--- config.mk ---
export PLATFORM = sky130hd
export DESIGN_NAME = spi_slave_flat
export DESIGN_NICKNAME = d
export VERILOG_FILES = /design/src/rtl/spi_slave_if.sv /design/src/rtl/spi_slave.sv /design/src/flat_wrapper.sv
export SDC_FILE = /design/constraint.sdc
export NUM_CORES = 1
export LEC_CHECK = 0
export BUFFER_PORTS_ARGS = -buffer_cell sky130_fd_sc_hd__buf_2
export CAP_MARGIN = 20
export CORE_MARGIN = 2
export CORE_UTILIZATION = 58
export CTS_CLUSTER_SIZE = 12
export DETAILED_ROUTE_END_ITERATION = 10
export GPL_TIMING_DRIVEN = 0
export PLACE_DENSITY_LB_ADDON = 0.25
export SETUP_SLACK_MARGIN = 0.4
export SYNTH_ARGS = -nofsm -noshare
export SYNTH_HDL_FRONTEND = slang
export SYNTH_SLANG_ARGS = --single-unit
--- constraint.sdc ---
create_clock -name GCLK -period 2.6 [get_ports GCLK]
set_clock_uncertainty 0.05 [all_clocks]
set_input_delay 0.39 -clock GCLK [delete_from_list [all_inputs] [get_ports GCLK]]
set_output_delay 0.39 -clock GCLK [all_outputs]
set_load 0.005 [all_outputs]
--- src/rtl/spi_slave_if.sv ---
// SPI bus pins between an external master and spi_slave.
// MISO_oe_o is the pad-driver enable that goes with MISO_o.
interface spi_slave_if;
    logic SCLK_i;
    logic CS_i;
    logic MOSI_i;
    logic MISO_o;
    logic MISO_oe_o;

    modport master (output SCLK_i, CS_i, MOSI_i, input MISO_o, MISO_oe_o);
    modport slave (input SCLK_i, CS_i, MOSI_i, output MISO_o, MISO_oe_o);
endinterface

--- src/rtl/spi_slave.sv ---
// SPI slave that oversamples the bus on GCLK: all four modes, 4/8/16/32-bit words,
// back-to-back words within one CS, and frame error on a mid-word CS release.
module spi_slave #(
    parameter int unsigned SYNC_STAGES = 2  // 2 or 3
) (
    input  logic        GCLK,
    input  logic        RST,
    spi_slave_if.slave  spi,
    input  logic [1:0]  spi_mode_i,
    input  logic [1:0]  word_len_i,
    input  logic [31:0] tx_data_i,
    output logic        tx_load_o,
    output logic [31:0] rx_data_o,
    output logic        rx_valid_o,
    output logic        busy_o,
    output logic        frame_err_o
);

    typedef enum logic [0:0] {StIdle, StActive} state_e;

    logic [SYNC_STAGES-1:0] sclk_sync_q, cs_sync_q, mosi_sync_q;
    logic sclk_prev_q, cs_prev_q, started_q, cs_armed_q;
    logic sclk_s, cs_s, mosi_s;
    logic lead_edge, trail_edge, sample_edge, shift_edge, cs_fall, cs_rise;

    state_e      state_q;
    logic        cpol_q, cpha_q, skip_q;
    logic [1:0]  len_q;
    logic [4:0]  bit_cnt_q, end_idx;
    logic [31:0] shift_q, rx_buff_q, rx_data_q, rx_merged, rx_mask;
    logic        rx_valid_q, tx_load_q, busy_q, frame_err_q, miso_q;
    logic        word_done;

    always_ff @(posedge GCLK or negedge RST) begin
        if (!RST) begin
            sclk_sync_q <= '0;
            cs_sync_q   <= '1;
            mosi_sync_q <= '0;
            sclk_prev_q <= 1'b0;
            cs_prev_q   <= 1'b1;
            started_q   <= 1'b0;
            cs_armed_q  <= 1'b0;
        end else begin
            sclk_sync_q <= {sclk_sync_q[SYNC_STAGES-2:0], spi.SCLK_i};
            cs_sync_q   <= {cs_sync_q[SYNC_STAGES-2:0], spi.CS_i};
            mosi_sync_q <= {mosi_sync_q[SYNC_STAGES-2:0], spi.MOSI_i};
            sclk_prev_q <= sclk_s;
            cs_prev_q   <= cs_s;
            started_q   <= 1'b1;
            // CS must be seen high after reset before a fall may open a frame
            if (started_q && cs_sync_q[0]) cs_armed_q <= 1'b1;
        end
    end

    assign sclk_s = sclk_sync_q[SYNC_STAGES-1];
    assign cs_s   = cs_sync_q[SYNC_STAGES-1];
    assign mosi_s = mosi_sync_q[SYNC_STAGES-1];

    assign lead_edge   = cpol_q ? (sclk_prev_q & ~sclk_s) : (~sclk_prev_q & sclk_s);
    assign trail_edge  = cpol_q ? (~sclk_prev_q & sclk_s) : (sclk_prev_q & ~sclk_s);
    assign sample_edge = cpha_q ? trail_edge : lead_edge;
    assign shift_edge  = cpha_q ? lead_edge : trail_edge;
    assign cs_fall     = cs_armed_q & cs_prev_q & ~cs_s;
    assign cs_rise     = ~cs_prev_q & cs_s;

    always_comb begin
        unique case (len_q)
            2'd0: end_idx = 5'd0;
            2'd1: end_idx = 5'd16;
            2'd2: end_idx = 5'd24;
            2'd3: end_idx = 5'd28;
        endcase
        rx_merged            = rx_buff_q;
        rx_merged[bit_cnt_q] = mosi_s;
        rx_mask              = ~((32'd1 << end_idx) - 32'd1);
        word_done            = (bit_cnt_q == end_idx);
    end

    always_ff @(posedge GCLK or negedge RST) begin
        if (!RST) begin
            state_q     <= StIdle;
            cpol_q      <= 1'b0;
            cpha_q      <= 1'b0;
            len_q       <= 2'd0;
            skip_q      <= 1'b0;
            bit_cnt_q   <= 5'd31;
            shift_q     <= '0;
            rx_buff_q   <= '0;
            rx_data_q   <= '0;
            rx_valid_q  <= 1'b0;
            tx_load_q   <= 1'b0;
            busy_q      <= 1'b0;
            frame_err_q <= 1'b0;
            miso_q      <= 1'b0;
        end else begin
            tx_load_q   <= 1'b0;
            rx_valid_q  <= 1'b0;
            frame_err_q <= 1'b0;
            unique case (state_q)
                StIdle: begin
                    if (cs_fall) begin
                        state_q   <= StActive;
                        cpol_q    <= spi_mode_i[1];
                        cpha_q    <= spi_mode_i[0];
                        len_q     <= word_len_i;
                        // CPHA=1 spends its first leading edge re-presenting bit 31
                        skip_q    <= spi_mode_i[0];
                        bit_cnt_q <= 5'd31;
                        shift_q   <= tx_data_i;
                        tx_load_q <= 1'b1;
                        busy_q    <= 1'b1;
                        miso_q    <= tx_data_i[31];
                        rx_buff_q <= '0;
                    end
                end
                StActive: begin
                    if (cs_rise) begin
                        state_q     <= StIdle;
                        frame_err_q <= (bit_cnt_q != 5'd31);
                        busy_q      <= 1'b0;
                        miso_q      <= 1'b0;
                        rx_buff_q   <= '0;
                        bit_cnt_q   <= 5'd31;
                    end else if (sample_edge) begin
                        if (word_done) begin
                            rx_data_q  <= rx_merged & rx_mask;
                            rx_valid_q <= 1'b1;
                            rx_buff_q  <= '0;
                            bit_cnt_q  <= 5'd31;
                            shift_q    <= tx_data_i;
                            tx_load_q  <= 1'b1;
                            skip_q     <= 1'b1;
                        end else begin
                            rx_buff_q <= rx_merged;
                            bit_cnt_q <= bit_cnt_q - 5'd1;
                        end
                    end else if (shift_edge) begin
                        // shift_q[31] always mirrors the bit currently on MISO
                        if (skip_q) begin
                            miso_q <= shift_q[31];
                            skip_q <= 1'b0;
                        end else begin
                            miso_q  <= shift_q[30];
                            shift_q <= {shift_q[30:0], 1'b0};
                        end
                    end
                end
            endcase
        end
    end

    assign spi.MISO_o    = miso_q;
    assign spi.MISO_oe_o = busy_q;
    assign tx_load_o     = tx_load_q;
    assign rx_data_o     = rx_data_q;
    assign rx_valid_o    = rx_valid_q;
    assign busy_o        = busy_q;
    assign frame_err_o   = frame_err_q;

endmodule
--- src/flat_wrapper.sv ---
// flat-port wrapper written by rule: the top's interface ports become plain ports
module spi_slave_flat 
#(
    parameter int unsigned SYNC_STAGES = 2           
)
  (GCLK, RST, spi_mode_i, word_len_i, tx_data_i, tx_load_o, rx_data_o, rx_valid_o, busy_o, frame_err_o, spi_SCLK_i, spi_CS_i, spi_MOSI_i, spi_MISO_o, spi_MISO_oe_o);
  spi_slave_if spi_i ();
  input  logic GCLK;
  input  logic RST;
  input  logic [1:0] spi_mode_i;
  input  logic [1:0] word_len_i;
  input  logic [31:0] tx_data_i;
  output logic tx_load_o;
  output logic [31:0] rx_data_o;
  output logic rx_valid_o;
  output logic busy_o;
  output logic frame_err_o;
  input wire logic [$bits(spi_i.SCLK_i)-1:0] spi_SCLK_i;
  input wire logic [$bits(spi_i.CS_i)-1:0] spi_CS_i;
  input wire logic [$bits(spi_i.MOSI_i)-1:0] spi_MOSI_i;
  output wire logic [$bits(spi_i.MISO_o)-1:0] spi_MISO_o;
  output wire logic [$bits(spi_i.MISO_oe_o)-1:0] spi_MISO_oe_o;
  assign spi_i.SCLK_i = spi_SCLK_i;
  assign spi_i.CS_i = spi_CS_i;
  assign spi_i.MOSI_i = spi_MOSI_i;
  assign spi_MISO_o = spi_i.MISO_o;
  assign spi_MISO_oe_o = spi_i.MISO_oe_o;
  spi_slave #(.SYNC_STAGES(SYNC_STAGES)) u_core (.GCLK(GCLK), .RST(RST), .spi(spi_i), .spi_mode_i(spi_mode_i), .word_len_i(word_len_i), .tx_data_i(tx_data_i), .tx_load_o(tx_load_o), .rx_data_o(rx_data_o), .rx_valid_o(rx_valid_o), .busy_o(busy_o), .frame_err_o(frame_err_o));
endmodule
==> impl_metrics.py, run 1 <==
metrics = {
    "routing": {
        "detail-route-antenna-nets": 0,
        "number_of_detailed_route_iterations_in_the_first_pass": 5,
        "wirelength_microns": 14460,
        "drc_markers": 0,
        "first_iter_violations": 342,
        "via_per_inst": 5.669,
        "met1_length_microns": 6260,
        "wl_per_cell_microns": 18.28,
        "met3RoutedLength_microns": 699,
        "route.met2.wl_microns": 7310,
        "top_routing_layer_in_use": "met4",
        "route.vias.total": 4484,
    },
    "clocking": {
        "cts_htree_levels": 4,
        "clkTransAtPathRegs_ps": 60,
        "numCtsBuffers": 17,
        "clock_latency_ps": 520,
        "clockBufferDepth": 2,
        "clock_tree_from_tritoncts": "yes",
        "clock-sinks": 122,
        "cts_root_buf": "sky130_fd_sc_hd__clkbuf_8",
    },
    "layout": {
        "num-fill-cells": 628,
        "flow.area_growth_from_synthesis_pct": 29.76,
        "layout_commonest_cell": "sky130_fd_sc_hd__dfrtp_1",
        "antenna_cells": 0,
        "final_cell_mix": "sky130_fd_sc_hd__dfrtp_1 (113), sky130_fd_sc_hd__nand2_1 (111), sky130_fd_sc_hd__buf_2 (83), sky130_fd_sc_hd__mux2_2 (32)",
        "nNetsFinal": 691,
        "final_layout_size_suffix_gt1_frac": 0.4225,
    },
    "placement": {
        "hpwl_detailed_microns": 8943,
        "finalWeightedCongestion": 0.8533,
        "place.port_buffers": 78,
        "pre_cts_slack_ps": 54.84,
    },
    "global_route": {
        "grt_antenna_before_repair": 0,
        "grt_remaining_overflow": 0,
        "gr-usage-all-layers": 0.2640,
        "grt_start_max_net_pins": 80,
        "grt_first_pass_wirelength_microns": 22560,
        "first_global_vias": 4470,
    },
    "floorplanning": {
        "die_width_microns": 104.8,
        "die_h_microns": 104.8,
        "io_pins": 79,
        "core.rowCount": 36,
        "initial_cell_density_of_the_core": 0.5998,
        "core_sq_um": 9819,
        "dieArea_sq_um": 10980,
    },
    "synth": {
        "yosys-top-cells-area": "sky130_fd_sc_hd__dfrtp_1 (48%), sky130_fd_sc_hd__mux2_4 (7.4%), sky130_fd_sc_hd__nand2_1 (7.1%)",
        "synthArstFlopShare": 1.000,
        "primary_ff_master_synth": "sky130_fd_sc_hd__dfrtp_1",
        "synth_nets": 570,
        "synth_edf_count": 0,
        "sequential_cell_area_fraction_in_the_yosys_report": 0.5201,
        "synth_area_per_cell_sq_um": 11.24,
        "synth-seq-cells": 122,
        "synth.largest_area_cell": "sky130_fd_sc_hd__dfrtp_1",
        "synthDominantCellAreaShare": 0.4844,
        "synth.distinct_cells": 55,
        "synth.cell_area_sq_um": 5889,
        "synth-warning-count": 0,
        "synthCells": 524,
    },
    "setup_path": {
        "critical_path.top_delay_family": "simple AND/OR/NAND/NOR gates",
        "critPathKind": "register to register",
        "critical-path-max-stage-delay_ps": 550,
        "setup.worst_path.end_class": "register",
        "crit_path_cells": "inv_2 > ha_4 > nor3b_4 > o2bb2ai_4 > or2_4 > or3_4 > buf_6 > o22ai_4",
        "cp.buffers_inverters": 2,
        "crit_path_max_fanout": 7,
        "crit_arrival_ps": 2650,
        "critical_path.slowest_cell": "sky130_fd_sc_hd__dfstp_2",
        "worst_setup_path_start_kind": "register",
        "worst-endpoint-required_ps": 2990,
    },
    "sta": {
        "fmax_mhz": 442.4,
        "finalSetupViolCount": 0,
        "setup_slack_ps": 339.7,
        "period_needed_ps": 2260,
        "report.final.slew_viol_count": 0,
        "hold_violations": 0,
        "worst-slew-pin-transition_ps": 641.8,
        "slew-limit-headroom": 0.5721,
        "final.period_utilization": 0.8694,
        "hold_slack_ps": 13.96,
        "grt_setup_unrepaired": "true",
    },
    "pwr": {
        "worst_ir_drop_vdd_mv": 0.8659,
        "power_density_nw_per_um2": 811.3,
        "cellLeakagePower_nw": 3.660,
    },
    "run_status": {
        "run_status": "complete, no violations",
    },
    "min_path": {
        "holdCritPathClass": "input port to register",
    },
    "flow_run": {
        "max_cap_violations": 0,
    },
}
==> final cells by class <==
class / instances / area (sq um) / area share
Sequential cell: 122 / 3064 / 0.4009
Multi-Input combinational cell: 356 / 2818 / 0.3687
Timing Repair Buffer: 102 / 690.7 / 0.09037
Clock buffer: 21 / 459.2 / 0.06009
Buffer: 36 / 262.8 / 0.03438
Tap cell: 133 / 166.4 / 0.02177
Clock inverter: 11 / 143.9 / 0.01883
Inverter: 10 / 37.54 / 0.004912
==> report_power, final <==
| part | internal (W) | total, W | switching (W) |
|---|---|---|---|
| clock network | 0.00153 | 0.00237 | 0.000843 |
| registers | 0.00222 | 0.00243 | 0.000210 |
| logic | 0.000770 | 0.00140 | 0.000627 |
==> Yosys cell counts, types with 4 or more instances <==
cell                         n
sky130_fd_sc_hd__a21oi_1     9
sky130_fd_sc_hd__buf_2       5
sky130_fd_sc_hd__buf_4       5
sky130_fd_sc_hd__clkbuf_1   18
sky130_fd_sc_hd__dfrtp_1   114
sky130_fd_sc_hd__dfstp_2     8
sky130_fd_sc_hd__ha_1        5
sky130_fd_sc_hd__inv_1       9
sky130_fd_sc_hd__mux2_2     33
sky130_fd_sc_hd__mux2_4     29
sky130_fd_sc_hd__mux2i_1    30
sky130_fd_sc_hd__nand2_1   112
sky130_fd_sc_hd__nand3_1     9
sky130_fd_sc_hd__nor2_1      5
sky130_fd_sc_hd__nor3_1      5
sky130_fd_sc_hd__nor3b_1     4
sky130_fd_sc_hd__o21ai_0    30
sky130_fd_sc_hd__o21ai_1     7
sky130_fd_sc_hd__o22ai_1     5
sky130_fd_sc_hd__o31ai_1    28
sky130_fd_sc_hd__or3_1       4
==> stage by stage <==
stage | std cells | area (sq um) | TNS (ps) | total power [W] | util
3_5_place_dp | 736 | 6530 | 0 | 0.003632 | 0.6650
3_3_place_gp | 735 | 6496 | -43100 | 0.003552 | 0.6616
6_report | 791 | 7642 | 0 | 0.006200 | 0.7783
5_1_grt | 791 | 7642 | 0 | 0.006450 | 0.7783
4_1_cts | 784 | 7398 | 0 | 0.006099 | 0.7534
2_1_floorplan | 524 | 5939 | 0 | 0.003296 | -
==> worst register-to-register path, cell delays in order, from the launching register on <==
cell                        delay [ps]
sky130_fd_sc_hd__dfstp_2           550
sky130_fd_sc_hd__inv_2              60
sky130_fd_sc_hd__ha_4              160
sky130_fd_sc_hd__nor3b_4           150
sky130_fd_sc_hd__o2bb2ai_4         140
sky130_fd_sc_hd__or2_4             260
sky130_fd_sc_hd__or3_4             470
sky130_fd_sc_hd__buf_6             180
sky130_fd_sc_hd__o22ai_4           140
==> sequential cells by signal (all words and copies together), names as in the netlist, 2 cells and up <==
name / cells
u_core.cs_sync_q: 2
u_core.rx_data_o: 32
u_core.bit_cnt_q: 5
u_core.rx_buff_q: 32
u_core.mosi_sync_q: 2
u_core.sclk_sync_q: 2
u_core.len_q: 2
u_core.shift_q: 32
==> timing repair <==
item / 4_1_cts / 5_1_grt
endpoints found under the hold margin: 43 / 0
cloned: 3 / 3
endpoints found under the setup margin: 99 / 85
buffers inserted: 9 / 4
hold buffers: 4 / 0
resized for setup: 48 / 42
pin swaps: 6 / 31
==> metal layers <==
| metal | global-route usage | vias to the layer above |
|---|---|---|
| met4 | 0.09143 | 0 |
| li1 | - | 2081 |
| met1 | 0.3589 | 2234 |
| met5 | 0 | - |
| met2 | 0.4188 | 145 |
| met3 | 0.06114 | 24 |
==> cell families after synthesis <==
kind of cell | Yosys count | synth area share
multiplexers | 93 | 0.1904
XOR/XNOR | 2 | 0.004250
flip-flops | 122 | 0.5201
AO/OA/AOI/OAI | 98 | 0.1128
adder cells (fa/ha/maj) | 5 | 0.01062
other | 1 | 0.0006367
buffers and inverters | 46 | 0.04291
AND/OR/NAND/NOR | 157 | 0.1183
==> worst paths after layout <==
check                                                 from                          endpoint  slack [ps]  cells after the start
setup / recovery           u_core.bit_cnt_q[0]$_DFFE_PN1P_  u_core.rx_buff_q[29]$_DFFE_PN0P_         340                      8
hold / removal                               word_len_i[1]       u_core.len_q[1]$_DFFE_PN0P_          10                      3
setup reg to reg           u_core.bit_cnt_q[0]$_DFFE_PN1P_  u_core.rx_buff_q[29]$_DFFE_PN0P_         340                      8
hold reg to reg            u_core.mosi_sync_q[0]$_DFF_PN0_   u_core.mosi_sync_q[1]$_DFF_PN0_         300                      0
max in group asynchronous                              RST   u_core.bit_cnt_q[0]$_DFFE_PN1P_        1440                      3
min in group asynchronous                              RST   u_core.rx_data_o[9]$_DFFE_PN0P_         310                      2
No activity file was read; power rests on OpenSTA's default activity.
==> run 2: changes to the inputs <==
--- a/config.mk
+++ b/config.mk
@@ -5,6 +5,7 @@
 export SDC_FILE = /design/constraint.sdc
 export NUM_CORES = 1
 export LEC_CHECK = 0
+export ABC_AREA = 1
 export BUFFER_PORTS_ARGS = -buffer_cell sky130_fd_sc_hd__buf_2
 export CAP_MARGIN = 20
 export CORE_MARGIN = 2
==> run 2 against run 1 <==
Compared with the run above: flip-flop and latch count unchanged; critical path type unchanged; global-route usage increased by 1.0 points; sequential power increased by 2%; die area increased by 4.0%; area after synthesis increased by 4.2%; worst setup slack improved by 150 ps; largest cell class unchanged; sequential share of layout area increased by 1.1 points; worst hold slack improved by 11 ps; clock power increased by 3%; first-iteration DRC count increased by 17%; synthesized cell count increased by 46%; combinational power increased by 29%.
==> impl_metrics.py, run 2 <==
metrics = {
    "run_status": {
        "run_status": "complete, no violations",
    },
    "setup_path": {
        "crit-reg2reg-capture": "u_core.shift_q[3]$_DFFE_PN0P_",
        "critical_path.top_delay_family": "simple AND/OR/NAND/NOR gates",
        "worst-endpoint-required_ps": 2950,
        "regToRegSetupSlack_ps": 490,
        "worstRegToRegCells": 11,
        "setup.worst_path.end_class": "register",
        "cp_common_cell": "sky130_fd_sc_hd__nand2_1",
        "cp.buffers_inverters": 3,
        "crit_path_max_fanout": 10,
        "critical-path-max-stage-delay_ps": 390,
        "critical_path.slowest_cell": "sky130_fd_sc_hd__dfstp_2",
        "crit_path_cells": "inv_1 > ha_1 > clkbuf_4 > nand2_2 > nor2_4 > nand3b_4 > nand2_1 > nand4_1 > buf_4 > nand2_1 > nand2_1",
        "critPathKind": "register to register",
        "worst_setup_path_start_kind": "register",
        "regToRegStartpoint": "u_core.bit_cnt_q[0]$_DFFE_PN1P_",
        "crit_arrival_ps": 2460,
    },
    "layout": {
        "nNetsFinal": 914,
        "num-fill-cells": 828,
        "flow.area_growth_from_synthesis_pct": 21.13,
        "final_layout_size_suffix_gt1_frac": 0.2157,
        "stdcell_count": 1017,
        "layout_commonest_cell": "sky130_fd_sc_hd__nand2_1",
        "design_area_sq_um": 7431,
        "antenna_cells": 0,
        "final_cell_mix": "sky130_fd_sc_hd__nand2_1 (289), sky130_fd_sc_hd__dfrtp_1 (114), sky130_fd_sc_hd__buf_2 (89), sky130_fd_sc_hd__inv_1 (59), sky130_fd_sc_hd__nand3_1 (56)",
    },
    "clocking": {
        "clock_latency_ps": 530,
        "cts_root_buf": "sky130_fd_sc_hd__clkbuf_8",
        "cts_htree_levels": 4,
        "clock_tree_from_tritoncts": "yes",
        "clock-sinks": 122,
        "clkTransAtPathRegs_ps": 60,
        "clockBufferDepth": 2,
        "numCtsBuffers": 17,
    },
    "routing": {
        "number_of_detailed_route_iterations_in_the_first_pass": 6,
        "via_per_inst": 5.464,
        "met3RoutedLength_microns": 881,
        "top_routing_layer_in_use": "met4",
        "met1_length_microns": 6049,
        "wl_per_cell_microns": 14.41,
        "detail-route-antenna-nets": 0,
        "route.vias.total": 5557,
        "wirelength_microns": 14660,
        "drc_markers": 0,
        "first_iter_violations": 400,
        "route.met2.wl_microns": 7364,
    },
    "synth": {
        "synthCells": 766,
        "synth.distinct_cells": 37,
        "synth.cells.most_frequent": "sky130_fd_sc_hd__nand2_1 (289), sky130_fd_sc_hd__dfrtp_1 (114), sky130_fd_sc_hd__inv_1 (59), sky130_fd_sc_hd__nand3_1 (56), sky130_fd_sc_hd__o21ai_0 (40)",
        "synth_nets": 812,
        "synthArstFlopShare": 1.000,
        "synth.cell_area_sq_um": 6135,
        "synth_edf_count": 0,
        "synthDominantCellAreaShare": 0.4650,
        "synth-seq-cells": 122,
        "sequential_cell_area_fraction_in_the_yosys_report": 0.4993,
        "synth-warning-count": 0,
        "yosys-top-cells-area": "sky130_fd_sc_hd__dfrtp_1 (47%), sky130_fd_sc_hd__nand2_1 (18%), sky130_fd_sc_hd__nand3_1 (4.6%)",
        "synth_area_per_cell_sq_um": 8.009,
        "primary_ff_master_synth": "sky130_fd_sc_hd__dfrtp_1",
        "synth.most_common_cell": "sky130_fd_sc_hd__nand2_1",
        "synth.largest_area_cell": "sky130_fd_sc_hd__dfrtp_1",
    },
    "pwr": {
        "worst_ir_drop_vdd_mv": 0.5004,
        "power_density_nw_per_um2": 905.1,
        "cellLeakagePower_nw": 3.816,
    },
    "floorplanning": {
        "core.rowCount": 37,
        "core_sq_um": 10280,
        "initial_cell_density_of_the_core": 0.5969,
        "io_pins": 79,
        "die_width_microns": 106.8,
        "die_h_microns": 106.8,
        "dieArea_sq_um": 11420,
    },
    "placement": {
        "pre_cts_slack_ps": 496.7,
        "hpwl_detailed_microns": 9861,
        "finalWeightedCongestion": 0.8329,
        "post-place-cells": 981,
        "place.port_buffers": 78,
        "place_area_sq_um": 6729,
    },
    "sta": {
        "slew-limit-headroom": 0.6190,
        "setup_slack_ps": 489.3,
        "finalSetupTns_ps": 0,
        "period_needed_ps": 2111,
        "grt_setup_unrepaired": "true",
        "fmax_mhz": 473.8,
        "finalSetupViolCount": 0,
        "final.period_utilization": 0.8118,
        "worst-slew-pin-transition_ps": 571.5,
        "hold_violations": 0,
        "report.final.slew_viol_count": 0,
    },
    "flow_run": {
        "max_cap_violations": 0,
    },
    "global_route": {
        "grt_start_max_net_pins": 68,
        "grt_antenna_before_repair": 0,
        "grt_remaining_overflow": 0,
        "grt_first_pass_wirelength_microns": 24940,
        "gr-usage-all-layers": 0.2740,
        "first_global_vias": 5451,
    },
    "min_path": {
        "holdCritPathClass": "input port to register",
        "hold-path-endpoint": "u_core.len_q[1]$_DFFE_PN0P_",
        "holdPathStages": 3,
        "timing.hold.worst.start": "word_len_i[1]",
    },
}
==> run 2: changes by cell type after synthesis, moves of 13 or more <==
| cell | delta |
|---|---|
| sky130_fd_sc_hd__nand2_1 | +177 |
| sky130_fd_sc_hd__inv_1 | +50 |
| sky130_fd_sc_hd__nand3_1 | +47 |
| sky130_fd_sc_hd__mux2_2 | -33 |
| sky130_fd_sc_hd__nand4_1 | +32 |
| sky130_fd_sc_hd__mux2i_1 | -30 |
| sky130_fd_sc_hd__mux2_4 | -29 |
| sky130_fd_sc_hd__o31ai_1 | -28 |
| sky130_fd_sc_hd__buf_2 | +14 |
| sky130_fd_sc_hd__o21ai_1 | +13 |
==> run 2: worst reg2reg max path: cells and delay by family, from the launching register on <==
kind / cells / cell delay [ps]
simple gates: 7 / 790
fa+ha+maj: 1 / 160
flops: 1 / 390
buf+inv: 3 / 610
==> run 2: cells by family (layout without fill, tap and decap cells) <==
family | count (synthesis) | after routing | share of synthesized area
simple gates | 425 | 425 | 0.3106
fa+ha+maj | 5 | 5 | 0.01020
buf+inv | 110 | 225 | 0.08199
flops | 122 | 122 | 0.4993
other cells | 1 | 1 | 0.0006113
compound gates | 103 | 103 | 0.09729
==> run 2: layer usage <==
layer | vias to the layer above | global-route usage
met5 | - | 0
li1 | 2696 | -
met3 | 39 | 0.06140
met4 | 0 | 0.1104
met1 | 2607 | 0.3412
met2 | 215 | 0.4641
==> run 2: timing repair <==
action                                  CTS  global route
endpoints found under the hold margin    53             0
endpoints found under the setup margin    0            60
buffers inserted                          0             0
gates resized for setup                   0            16
hold buffers                              4             0
==> run 2: how the worst max path moves through the flow <==
| stage | startpoint | slack, ps | endpoint | cells past startpoint |
|---|---|---|---|---|
| 4_1_cts | u_core.bit_cnt_q[0]$_DFFE_PN1P_ | 470 | u_core.rx_buff_q[30]$_DFFE_PN0P_ | 11 |
| 5_1_grt | u_core.bit_cnt_q[0]$_DFFE_PN1P_ | 370 | u_core.shift_q[12]$_DFFE_PN0P_ | 11 |
| 3_3_place_gp | RST | -400 | u_core.shift_q[15]$_DFFE_PN0P_ | 1 |
| 6_report | u_core.bit_cnt_q[0]$_DFFE_PN1P_ | 490 | u_core.shift_q[3]$_DFFE_PN0P_ | 11 |
| 3_5_place_dp | u_core.bit_cnt_q[0]$_DFFE_PN1P_ | 500 | u_core.rx_buff_q[30]$_DFFE_PN0P_ | 11 |
| 2_1_floorplan | u_core.bit_cnt_q[0]$_DFFE_PN1P_ | 750 | u_core.shift_q[10]$_DFFE_PN0P_ | 12 |
==> run 2: area by class of cell <==
type,instances,area (sq um),area share
plain buffers,47,285.3,0.03839
clock buffers,20,445.4,0.05994
clock inverters,12,171.4,0.02307
inverters,63,239.0,0.03216
multi-input cells,534,2592,0.3489
flip-flops and latches,122,3063,0.4122
well taps,136,170.2,0.02290
repair buffers,83,464.2,0.06247
==> run 2: power breakdown <==
group | leakage (nW) | internal [W] | switching (W)
logic | 1.93 | 0.000574 | 0.00123
registers | 1.59 | 0.00225 | 0.000221
clock network | 0.297 | 0.00160 | 0.000845
total | 3.82 | 0.00443 | 0.00230
==> run 2: per-stage QoR <==
stage                     hold WS (ps)    util  total power (W)
after floorplan                  44.41       -         0.003708
after global placement           285.2  0.6514         0.004138
after detailed placement         290.4  0.6547         0.004216
after CTS                        18.73  0.7187         0.006688
after global routing             56.01  0.7230         0.007091
final                            25.38  0.7230         0.006725
